File: config.mk
export PLATFORM = sky130hd
export DESIGN_NAME = u765_sd_sched
export DESIGN_NICKNAME = d
export VERILOG_FILES = /design/src/rtl/u765_sd_pkg.sv /design/src/rtl/u765_rr_arb2.sv /design/src/rtl/u765_sd_sched.sv
export SDC_FILE = /design/constraint.sdc
export NUM_CORES = 1
export LEC_CHECK = 0
export BUFFER_PORTS_ARGS = -buffer_cell sky130_fd_sc_hd__clkbuf_2
export CORE_UTILIZATION = 57
export DETAILED_ROUTE_END_ITERATION = 6
export PLACE_DENSITY = 0.91
export SYNTH_ARGS = -nofsm -noshare
export SYNTH_HDL_FRONTEND = slang
export SYNTH_SLANG_ARGS = --single-unit
File: constraint.sdc
create_clock -name wb_clk_i -period 6.7 [get_ports wb_clk_i]
set_input_delay 0.67 -clock wb_clk_i [delete_from_list [all_inputs] [get_ports wb_clk_i]]
set_output_delay 0.67 -clock wb_clk_i [all_outputs]
set_load 0.1 [all_outputs]
File: src/rtl/u765_sd_pkg.sv
// u765_sd_pkg: types shared by the sector scheduler and the FDC wrapper top level.
package u765_sd_pkg;
    typedef enum logic [2:0] {IDLE, CMD, RD_XFER, WR_FETCH, WR_XFER, DONE_WAIT, REL} sched_state_t;
    localparam int DEF_SECTOR_BYTES = 512;
    typedef logic [8:0] cnt_t;
endpackage

File: src/rtl/u765_rr_arb2.sv
// u765_rr_arb2: two-way round-robin picker; prio names the drive that wins a tie.
module u765_rr_arb2 (
    input  logic [1:0] req_i,
    input  logic       prio_i,
    output logic [1:0] gnt_o
);
    assign gnt_o = prio_i ? (req_i[1] ? 2'b10 : {1'b0, req_i[0]})
                          : (req_i[0] ? 2'b01 : {req_i[1], 1'b0});
endmodule

File: src/rtl/u765_sd_sched.sv
// u765_sd_sched: moves one sector per drive request between the FDC image buffer
// and the block-storage backend, arbitrating the two drives round-robin.
module u765_sd_sched
    import u765_sd_pkg::*;
#(
    parameter int          SECTOR_BYTES   = DEF_SECTOR_BYTES,
    parameter logic [23:0] TIMEOUT_CYCLES = 24'd2_000_000
) (
    input  logic        wb_clk_i,
    input  logic        wb_rst_i,
    input  logic [31:0] sd_lba,
    input  logic [1:0]  sd_rd,
    input  logic [1:0]  sd_wr,
    output logic        sd_ack,
    output logic [8:0]  sd_buff_addr,
    output logic [7:0]  sd_buff_dout,
    output logic        sd_buff_wr,
    input  logic [7:0]  sd_buff_din,
    output logic        blk_req,
    input  logic        blk_gnt,
    output logic        blk_we,
    output logic        blk_drive,
    output logic [31:0] blk_lba,
    input  logic [7:0]  blk_rd_data,
    input  logic        blk_rd_valid,
    output logic        blk_rd_ready,
    output logic [7:0]  blk_wr_data,
    output logic        blk_wr_valid,
    input  logic        blk_wr_ready,
    input  logic        blk_done,
    input  logic        blk_err,
    output logic        busy,
    output logic        err
);
    localparam cnt_t LAST = cnt_t'(SECTOR_BYTES - 1);

    sched_state_t state_q, state_d;
    cnt_t         cnt_q, cnt_d, addr_q;
    logic [23:0]  tmr_q, tmr_d;
    logic [31:0]  lba_q;
    logic [7:0]   dout_q, wdat_q;
    logic         prio_q, drv_q, we_q, fst_q, err_q, wr_q;
    logic [1:0]   gnt;
    logic         beat, abort, pend;

    u765_rr_arb2 u_arb (.req_i(sd_rd | sd_wr), .prio_i(prio_q), .gnt_o(gnt));

    always_comb begin
        beat    = (state_q == RD_XFER && blk_rd_valid) || (state_q == WR_XFER && blk_wr_ready);
        // an early blk_done is as fatal as blk_err; the error wins over a good done
        abort   = state_q != IDLE && state_q != REL &&
                  (blk_err || (blk_done && state_q != DONE_WAIT) || tmr_q == TIMEOUT_CYCLES);
        pend    = we_q ? sd_wr[drv_q] : sd_rd[drv_q];
        cnt_d   = state_q == IDLE ? '0 : beat ? (cnt_q == LAST ? '0 : cnt_q + 1'b1) : cnt_q;
        state_d = state_q;
        if (abort) state_d = REL;
        else case (state_q)
            IDLE:      state_d = |gnt ? CMD : IDLE;
            CMD:       state_d = blk_gnt ? (we_q ? WR_FETCH : RD_XFER) : CMD;
            RD_XFER:   state_d = beat && cnt_q == LAST ? DONE_WAIT : RD_XFER;
            WR_FETCH:  state_d = WR_XFER;
            WR_XFER:   state_d = beat ? (cnt_q == LAST ? DONE_WAIT : WR_FETCH) : WR_XFER;
            DONE_WAIT: state_d = blk_done ? REL : DONE_WAIT;
            REL:       state_d = pend ? REL : IDLE;
            default:   state_d = IDLE;
        endcase
        tmr_d   = (state_d != state_q || beat || state_q == IDLE || state_q == REL)
                  ? '0 : tmr_q + 24'(tmr_q != '1);
    end

    always_ff @(posedge wb_clk_i or posedge wb_rst_i) begin
        if (wb_rst_i) begin
            state_q <= IDLE;
            cnt_q   <= '0;
            addr_q  <= '0;
            tmr_q   <= '0;
            lba_q   <= '0;
            dout_q  <= '0;
            wdat_q  <= '0;
            prio_q  <= 1'b0;
            drv_q   <= 1'b0;
            we_q    <= 1'b0;
            fst_q   <= 1'b0;
            err_q   <= 1'b0;
            wr_q    <= 1'b0;
        end else begin
            state_q <= state_d;
            cnt_q   <= cnt_d;
            tmr_q   <= tmr_d;
            err_q   <= abort;
            wr_q    <= beat && state_q == RD_XFER;
            fst_q   <= state_d == WR_XFER && state_q != WR_XFER;
            if (beat && state_q == RD_XFER) begin
                dout_q <= blk_rd_data;
                addr_q <= cnt_q;
            end
            if (fst_q) wdat_q <= sd_buff_din;
            if (state_q == IDLE && |gnt) begin
                drv_q  <= gnt[1];
                we_q   <= ~sd_rd[gnt[1]];
                lba_q  <= sd_lba;
                prio_q <= ~gnt[1];
            end
        end
    end

    // buffer data arrives one cycle after the fetch address, so it is forwarded
    // straight through on the first WR_XFER cycle and held from then on
    assign blk_wr_data  = fst_q ? sd_buff_din : wdat_q;
    assign sd_buff_addr = (state_q == WR_FETCH || state_q == WR_XFER) ? cnt_q : addr_q;
    assign sd_buff_dout = dout_q;
    assign sd_buff_wr   = wr_q;
    assign busy         = state_q != IDLE;
    assign sd_ack       = busy && state_q != REL;
    assign blk_req      = state_q == CMD;
    assign blk_rd_ready = state_q == RD_XFER;
    assign blk_wr_valid = state_q == WR_XFER;
    assign blk_we       = we_q;
    assign blk_drive    = drv_q;
    assign blk_lba      = lba_q;
    assign err          = err_q;
endmodule

After elaboration in Yosys (flattened, before gate mapping)
Index checks and enable logic that the tools add are counted.

storage, ports and cells
  flip-flop bits (word level) = 99
  input bits = 59
  output and inout port bits = 66

cells by class
  $add $sub $neg = 2
  $lt $le $gt $ge = 2
  equal/unequal tests = 14
  multiplexer cells = 26
  bitwise gates (word level) = 3
  reduce and logical (&&, ||, !) cells = 20

operator list
  operator              count
  $mux 9                4
  $add 24x1->24         1
  $eq 24x21->1 const B  1
  $mux 24               1
  $ne 24x24->1 const B  1
  $pmux 3 s7            1
  $mux 3                5
  $eq 3x3->1 const B    4
  $mux 2                5
  $add 9x1->9 const B   1
  $eq 9x9->1 const B    1
  $logic_and 1x1->1     9
  $mux 1                9
  $ne 3x3->1 const B    3
  $mux 8                1
  $logic_or 1x1->1      7
  $eq 3x2->1 const B    2
  $lt 1x2->1 const B    2
  $eq 3x1->1 const B    1
  $logic_not 3->1       1
  $ne 3x3->1            1
  $reduce_bool 3->1     1
  $not 1->1             2
  $or 2x2->2            1
  2 further kinds       2

Longest topological paths before layout
Gate-level depths: netlist (run 1).

  word-level depth = 12
  depth in mapped cells = 13
  mapped depth without buffers = 12

Cells and area by module
From an unflattened synthesis (run 1), not the netlist that was laid out.

second synthesis, totals
  cells, all modules = 388
  area, all modules = 4635.7 um^2

by module, submodules not included
  module         instances  cells each  area an instance (um^2)  sequential area each (um^2)
  u765_sd_sched  1          385         4616.9                   2477.4
  u765_rr_arb2   1          3           18.8                     0.0

Least setup slack after synthesis (run 1)
Ideal clock, no wire load.

  path type = reg2out
  from = register state_q[0]
  to = output port sd_buff_addr[0]
  arrival time = 3.086 ns
  setup slack = 2.944 ns
  cell stages (with the launch flop) = 7
  path through = dfrtp_1 clkbuf_1 clkbuf_1 nor2_1 a21o_1 clkbuf_1 mux2_2

on the way
  longest elaborated chain between the ends = 3
  elaborated cells between the ends (all ways) = 4

ends and longest elaborated chain
  item                    RTL line              RTL
  start, declared         u765_sd_sched.sv:37   sched_state_t state_q, state_d;
  start signal, assigned  u765_sd_sched.sv:87   state_q <= state_d;
  $eq 3x3->1              --
  net blk_wr_valid        u765_sd_sched.sv:28   output logic blk_wr_valid,
  $logic_or 1x1->1        u765_sd_sched.sv:110  assign sd_buff_addr = (state_q == WR_FETCH || state_q == WR_XFER) ? cnt_q : addr_q;
  $mux 9                  u765_sd_sched.sv:110
  end, declared           u765_sd_sched.sv:15   output logic [8:0] sd_buff_addr,

The timed path passes the listed nets, and every way through them passes these cells.

Worst setup path after layout (run 1)
  from = register cnt_q[0]
  to = register tmr_q[23]

on the way
  longest elaborated chain between the ends = 10
  elaborated cells between the ends (all ways) = 12

ends and longest elaborated chain
  item                                         RTL line                                  RTL
  start, declared                              u765_sd_sched.sv:38                       cnt_t cnt_q, cnt_d, addr_q;
  start signal, assigned                       u765_sd_sched.sv:88                       cnt_q <= cnt_d;
  $eq 9x9->1 (*)                               u765_sd_sched.sv:60, u765_sd_sched.sv:62
  $mux 3 or $logic_and 1x1->1 (tied branches)  u765_sd_sched.sv:62, u765_sd_sched.sv:60
  $mux 3 (on tied branches)                    u765_sd_sched.sv:62, u765_sd_sched.sv:60
  $pmux 3 s7 (*)                               u765_sd_sched.sv:57                       else case (state_q)
  $mux 3 (*)                                   u765_sd_sched.sv:56                       if (abort) state_d = REL;
  $ne 3x3->1 (*)                               u765_sd_sched.sv:67                       tmr_d = (state_d != state_q || beat || state_q == IDLE || state_q == REL)
  $logic_or 1x1->1 (*) (3 in a row)            u765_sd_sched.sv:67
  $mux 24 (*)                                  u765_sd_sched.sv:68                       ? '0 : tmr_q + 24'(tmr_q != '1);
  net tmr_d[23]                                u765_sd_sched.sv:39                       logic [23:0] tmr_q, tmr_d;
  end signal, assigned                         u765_sd_sched.sv:89                       tmr_q <= tmr_d;
  end, declared                                u765_sd_sched.sv:39

The timed path passes the listed nets; every way through them passes the cells marked *.
A chain may end at the register's enable or synchronous reset.

==> results.sh, run 1 <==
export IMPL_start_kind="flop"
export IMPL_outcome="finished, final reports clean"
export IMPL_place_congestion=0.903
export IMPL_num_vias=3500
export IMPL_io_buffers=124
export IMPL_tns_ns=0
export IMPL_rows=32
export IMPL_insertion_delay_ns=0.37
export IMPL_cts_tree="built"
export IMPL_dp_cells=600
export IMPL_numCtsBuffers=9
export IMPL_finalHoldViolCount=0
export IMPL_cts_resized=0
export IMPL_max_slew_margin=0.314
export IMPL_stdcell_count=616
export IMPL_worstPathArrival_ns=3.52
export IMPL_grt_max_degree=80
export IMPL_synth_async_sr_flop_share=1.00
export IMPL_final_min_clock_period_ns=3.32
export IMPL_timing_fmax_mhz=302
export IMPL_grt_met1_usage=0.328
export IMPL_grt_pass1_wl_mm=16.6
export IMPL_grtUsageMet3=0.0591
export IMPL_endpoint_kind="flop"
export IMPL_vias_per_cell=5.68
export IMPL_clock_sinks=99
export IMPL_synth_area_um2=4710
export IMPL_critPathKind="reg -> reg"
export IMPL_first_iter_violations=300
export IMPL_die_area_um2=8640
export IMPL_top_usage_layer="met2"
export IMPL_fill_cells=563
export IMPL_min_path_type="in -> async"
export IMPL_clkSlewWorstSetupHoldPaths_ns=0.10
export IMPL_ys_ff_latch=99
export IMPL_wirelength_mm=10.2
export IMPL_synth_edf_count=0
export IMPL_maxCapViolations=0
export IMPL_dr_pass1_iters=4
export IMPL_final_layout_size_suffix_gt1_frac=0.465
export IMPL_drv_slew=0
export IMPL_crit_fanout=24
export IMPL_grt_pass1_vias=3486
export IMPL_synth_warnings=0
export IMPL_h_tree_depth=3
export IMPL_insertedDiodeCount=0
export IMPL_cts_setup_buffers=0
export IMPL_antenna_found_initial=0
export IMPL_io_pins=125
export IMPL_cts_hold_buf=0
export IMPL_rsz0062_at_grt="false"
export IMPL_grt_usage=0.247
export IMPL_finalSetupViolations=0
export IMPL_skew_ns=0.0108
export IMPL_tightest_slew_ns=1.03
export IMPL_antenna_left=0
export IMPL_wl_per_cell_um=16.6
export IMPL_drc=0
export IMPL_synthesis_nets=453
export IMPL_area_growth_pct=18.3
export IMPL_synth_distinct_cells=55
export IMPL_min_period_over_period=0.495
export IMPL_yosysSeqAreaShare=0.525
export IMPL_use_met2=0.407
export IMPL_gr_total_overflow=0
export IMPL_core_area_um2=7850
export IMPL_clk_path_buf_depth=2
export IMPL_cts_root_buffer="clkbuf_8"
export IMPL_initial_core_util=0.601
export IMPL_syn_area_per_cell_um2=12.1
export IMPL_cp_required_ns=6.91
export IMPL_synthCells=390
export IMPL_nets=572
export IMPL_ys_flop_type="dfrtp_1"
export IMPL_die_h_um=92.9
export IMPL_die_w_um=92.9
export IMPL_hpwl_mm=7.20
==> through the flow <==
stage | setup WS (ns) | utilization | instance area (um^2) | hold WS [ns]
final | 3.38 | 0.711 | 5580 | 0.214
after global routing | 3.16 | 0.711 | 5580 | 0.233
after CTS | 3.39 | 0.711 | 5580 | 0.218
after detailed placement | 3.42 | 0.684 | 5370 | 0.488
after global placement | 3.60 | 0.684 | 5370 | 0.479
after floorplan | 2.94 | - | 4710 | 0.477
==> layer usage <==
metal	routed length (um)	vias to the layer above
li1	-	1627
met1	4470	1734
met2	5030	126
met3	606	13
met4	140	0
met5	0	-
==> worst max-delay path: stages, from the launching register on <==
cell and delay (ns):
dfrtp_1 0.44, ha_1 0.21, and3_1 0.21, and3_1 0.21
and3_1 0.16, ha_1 0.25, nor2_1 0.09, a221o_1 0.36
o31a_1 0.32, o21ai_4 0.74, nor3_1 0.15
==> registers in the layout, indices dropped and copies added (netlist names) <==
name and flops:
addr_q 9, sd_buff_wr 1, blk_we 1, blk_lba 32, prio_q 1, blk_drive 1, fst_q 1, wdat_q 8
err 1, tmr_q 24, cnt_q 9, sd_buff_dout 8, state_q 3
==> cells in the final DEF (no fill, tap or decap), types with 4 or more instances in the layout <==
cell and instances:
nor3_2 20, inv_1 5, nor4b_1 4, nand2_1 19, nand2b_1 6, nand3_1 16, xor2_1 12, clkbuf_8 9
nor3_1 6, o21ai_0 15, nor2b_1 7, xnor2_1 11, clkbuf_2 124, nor2_1 24, dfrtp_1 99, and3_1 6
mux2_2 66, ha_1 4, a21oi_1 6
==> cells in the mapped netlist, types with 2 or more instances <==
cell type  count  share of area
buf_2          6         0.0064
nor2b_1        7         0.0093
or3_1          3         0.0040
nand2b_1       6         0.0080
nor2_2         2         0.0027
clkbuf_1       6         0.0048
nand2_1       19          0.015
inv_1          6         0.0048
xor2_1        12          0.022
xnor2_1       11          0.020
o31ai_1        2         0.0032
a21oi_1        6         0.0064
nor4b_1        4         0.0074
and3_1         6         0.0080
buf_6          4         0.0096
nor3_1         6         0.0064
ha_1           4          0.011
dfrtp_1       99           0.53
nand3_1       16          0.017
a21o_1         2         0.0032
nor4_1         3         0.0040
o21ai_2        2         0.0037
nor2_1        24          0.019
nor3_2        20          0.042
o21ai_0       15          0.016
mux2_2        66           0.16
and4_1         3         0.0056
nand4_1        3         0.0040
==> area by class of cell <==
class                      instances  area [um^2]  area share
clock buffer                       9          124      0.0222
clock inverter                     7         81.3      0.0146
inverter                           6         25.0     0.00449
multi-input combinational        267         2110       0.378
sequential                        99         2480       0.444
tap                              102          128      0.0229
timing repair buffer             126          636       0.114
==> cell families after synthesis <==
group	Yosys count	synth area share
and+or+nand+nor	131	0.169
DFF	99	0.525
muxes	67	0.162
AOI/OAI and AO/OA	42	0.0618
buffers and inverters	24	0.0279
xor gates and xnor gates	23	0.0427
adders and majority gates	4	0.0106
==> path summary, 6_finish.rpt <==
check / startpoint / end / slack [ns] / cells after the start
max in group asynchronous: wb_rst_i / blk_lba[27] / 5.25 / 3
worst min register to register: wdat_q[5] / wdat_q[5] / 0.51 / 1
worst min-delay path: wb_rst_i / blk_lba[8] / 0.21 / 2
worst max-delay path: cnt_q[0] / tmr_q[23] / 3.38 / 10
worst max register to register: cnt_q[0] / tmr_q[23] / 3.38 / 10
min in group wb_clk_i: wdat_q[5] / wdat_q[5] / 0.51 / 1
Power of run 1 is left out: the tool's default activity adds up to more than one toggle a clock period on the data nets, which glitch-free logic cannot reach.
==> inputs of run 2 (changes only) <==
--- a/config.mk
+++ b/config.mk
@@ -6,9 +6,9 @@
 export NUM_CORES = 1
 export LEC_CHECK = 0
 export BUFFER_PORTS_ARGS = -buffer_cell sky130_fd_sc_hd__clkbuf_2
-export CORE_UTILIZATION = 57
+export CORE_UTILIZATION = 53
 export DETAILED_ROUTE_END_ITERATION = 6
-export PLACE_DENSITY = 0.91
+export PLACE_DENSITY = 0.86
 export SYNTH_ARGS = -nofsm -noshare
 export SYNTH_HDL_FRONTEND = slang
 export SYNTH_SLANG_ARGS = --single-unit
==> constraint.sdc (replaced) <==
create_clock -name wb_clk_i -period 3.4 [get_ports wb_clk_i]
set_input_delay 0.34 -clock wb_clk_i [delete_from_list [all_inputs] [get_ports wb_clk_i]]
set_output_delay 0.34 -clock wb_clk_i [all_outputs]
set_load 0.1 [all_outputs]
==> run 2 against run 1 <==
Effect of this change: die area rose by 7.4%; final cell count rose by 1.6%; design area rose by 0.67%.
==> results.sh, run 2 (synthesis results as in run 1) <==
export IMPL_final_min_clock_period_ns=2.95
export IMPL_die_area_um2=9280
export IMPL_wirelength_mm=9.76
export IMPL_insertedDiodeCount=0
export IMPL_final_layout_size_suffix_gt1_frac=0.471
export IMPL_worstPathArrival_ns=3.19
export IMPL_timing_fmax_mhz=339
export IMPL_nets=576
export IMPL_wl_per_cell_um=15.6
export IMPL_cp_required_ns=3.64
export IMPL_critPathMaxStageDelay_ns=0.43
export IMPL_finalHoldViolCount=0
export IMPL_start_kind="flop"
export IMPL_cts_root_buffer="clkbuf_8"
export IMPL_outcome="finished, final reports clean"
export IMPL_multiInputGateArea_um2=2110
export IMPL_rows=34
export IMPL_numCtsBuffers=9
export IMPL_tightest_slew_ns=0.939
export IMPL_final_cell_mix="124 x clkbuf_2, 99 x dfrtp_1, 66 x mux2_2"
export IMPL_maxCapViolations=0
export IMPL_clock_sinks=99
export IMPL_io_pins=125
export IMPL_antenna_left=0
export IMPL_grt_pass1_vias=3600
export IMPL_insertion_delay_ns=0.37
export IMPL_critPathBufInv=1
export IMPL_clkSlewWorstSetupHoldPaths_ns=0.11
export IMPL_io_buffers=124
export IMPL_h_tree_depth=3
export IMPL_core_area_um2=8680
export IMPL_rsz0062_at_grt="false"
export IMPL_critPathKind="reg -> reg"
export IMPL_worst_path_max_delay_cell="dfrtp_1"
export IMPL_dr_pass1_iters=4
export IMPL_critPathMostFrequentCell="and3_1"
export IMPL_worstPathCellList="ha_1 > and3_1 > and3_1 > and3_1 > ha_1 > nor2_1 > a221o_1 > o31a_1 > o21ai_4 > buf_4 > nor3_1"
export IMPL_cts_tree="built"
export IMPL_hpwl_mm=7.07
export IMPL_cts_setup_buffers=0
export IMPL_final_common_cell="clkbuf_2"
export IMPL_vias_per_cell=5.57
export IMPL_gr_total_overflow=0
export IMPL_initial_core_util=0.543
export IMPL_grt_usage=0.230
export IMPL_cp_top_family="compound AO/OA/AOI/OAI gates"
export IMPL_place_congestion=0.848
export IMPL_min_period_over_period=0.868
export IMPL_tns_ns=0
export IMPL_die_w_um=96.3
export IMPL_regArea_um2=2480
export IMPL_cts_hold_buf=0
export IMPL_drc=0
export IMPL_num_vias=3489
export IMPL_largest_register_ffs=32
export IMPL_clk_path_buf_depth=2
export IMPL_antenna_found_initial=0
export IMPL_cts_resized=0
export IMPL_crit_fanout=24
export IMPL_skew_ns=0.0144
export IMPL_first_iter_violations=119
export IMPL_die_h_um=96.3
export IMPL_endpoint_kind="flop"
export IMPL_area_growth_pct=19.1
export IMPL_fill_cells=732
export IMPL_drv_slew=0
export IMPL_max_slew_margin=0.374
export IMPL_min_path_type="in -> async"
export IMPL_finalSetupViolations=0
export IMPL_r2r_slack_ns=0.45
export IMPL_grt_max_degree=80
export IMPL_grt_pass1_wl_mm=16.2
==> run 2: worst paths after layout <==
kind,depth (start not counted),to,from
max,11,tmr_q[23],cnt_q[0]
min,2,blk_lba[21],wb_rst_i
max reg2reg,11,tmr_q[23],cnt_q[0]
min reg2reg,1,wdat_q[7],wdat_q[7]
max in group asynchronous,3,addr_q[7],wb_rst_i
min in group wb_clk_i,2,blk_lba[3],sd_lba[3]
==> run 2: layer usage <==
| metal | up-vias | wire [um] | GRT usage |
|---|---|---|---|
| met5 | - | 0 | 0 |
| met4 | 0 | 204 | 0.0870 |
| met3 | 18 | 364 | 0.0466 |
| met2 | 77 | 5130 | 0.400 |
| met1 | 1759 | 4050 | 0.282 |
| li1 | 1635 | - | - |
==> run 2: through the flow <==
stage	hold WS [ns]	utilization	cells	instance area, um^2	setup WS [ns]
2_1_floorplan	0.477	-	390	4720	0.451
3_3_place_gp	0.482	0.625	610	5420	0.592
3_5_place_dp	0.488	0.625	610	5420	0.508
4_1_cts	0.174	0.647	626	5610	0.467
5_1_grt	0.166	0.647	626	5610	0.277
6_report	0.170	0.647	626	5610	0.449
==> run 2: cell type report <==
class,count,share of cell area
Sequential cell,99,0.441
Multi-Input combinational cell,267,0.376
Timing Repair Buffer,130,0.121
Tap cell,108,0.0241
Clock buffer,9,0.0221
Clock inverter,7,0.0118
Inverter,6,0.00446
==> run 2: worst reg2reg max path: cells and delay by family (launching register included) <==
kind                       cells  cell delay (ns)
adders and majority gates      2             0.42
buffers and inverters          1             0.36
AOI/OAI and AO/OA              3             0.83
DFF                            1             0.43
and+or+nand+nor                5             0.77
Power of run 2 is left out for the same reason.
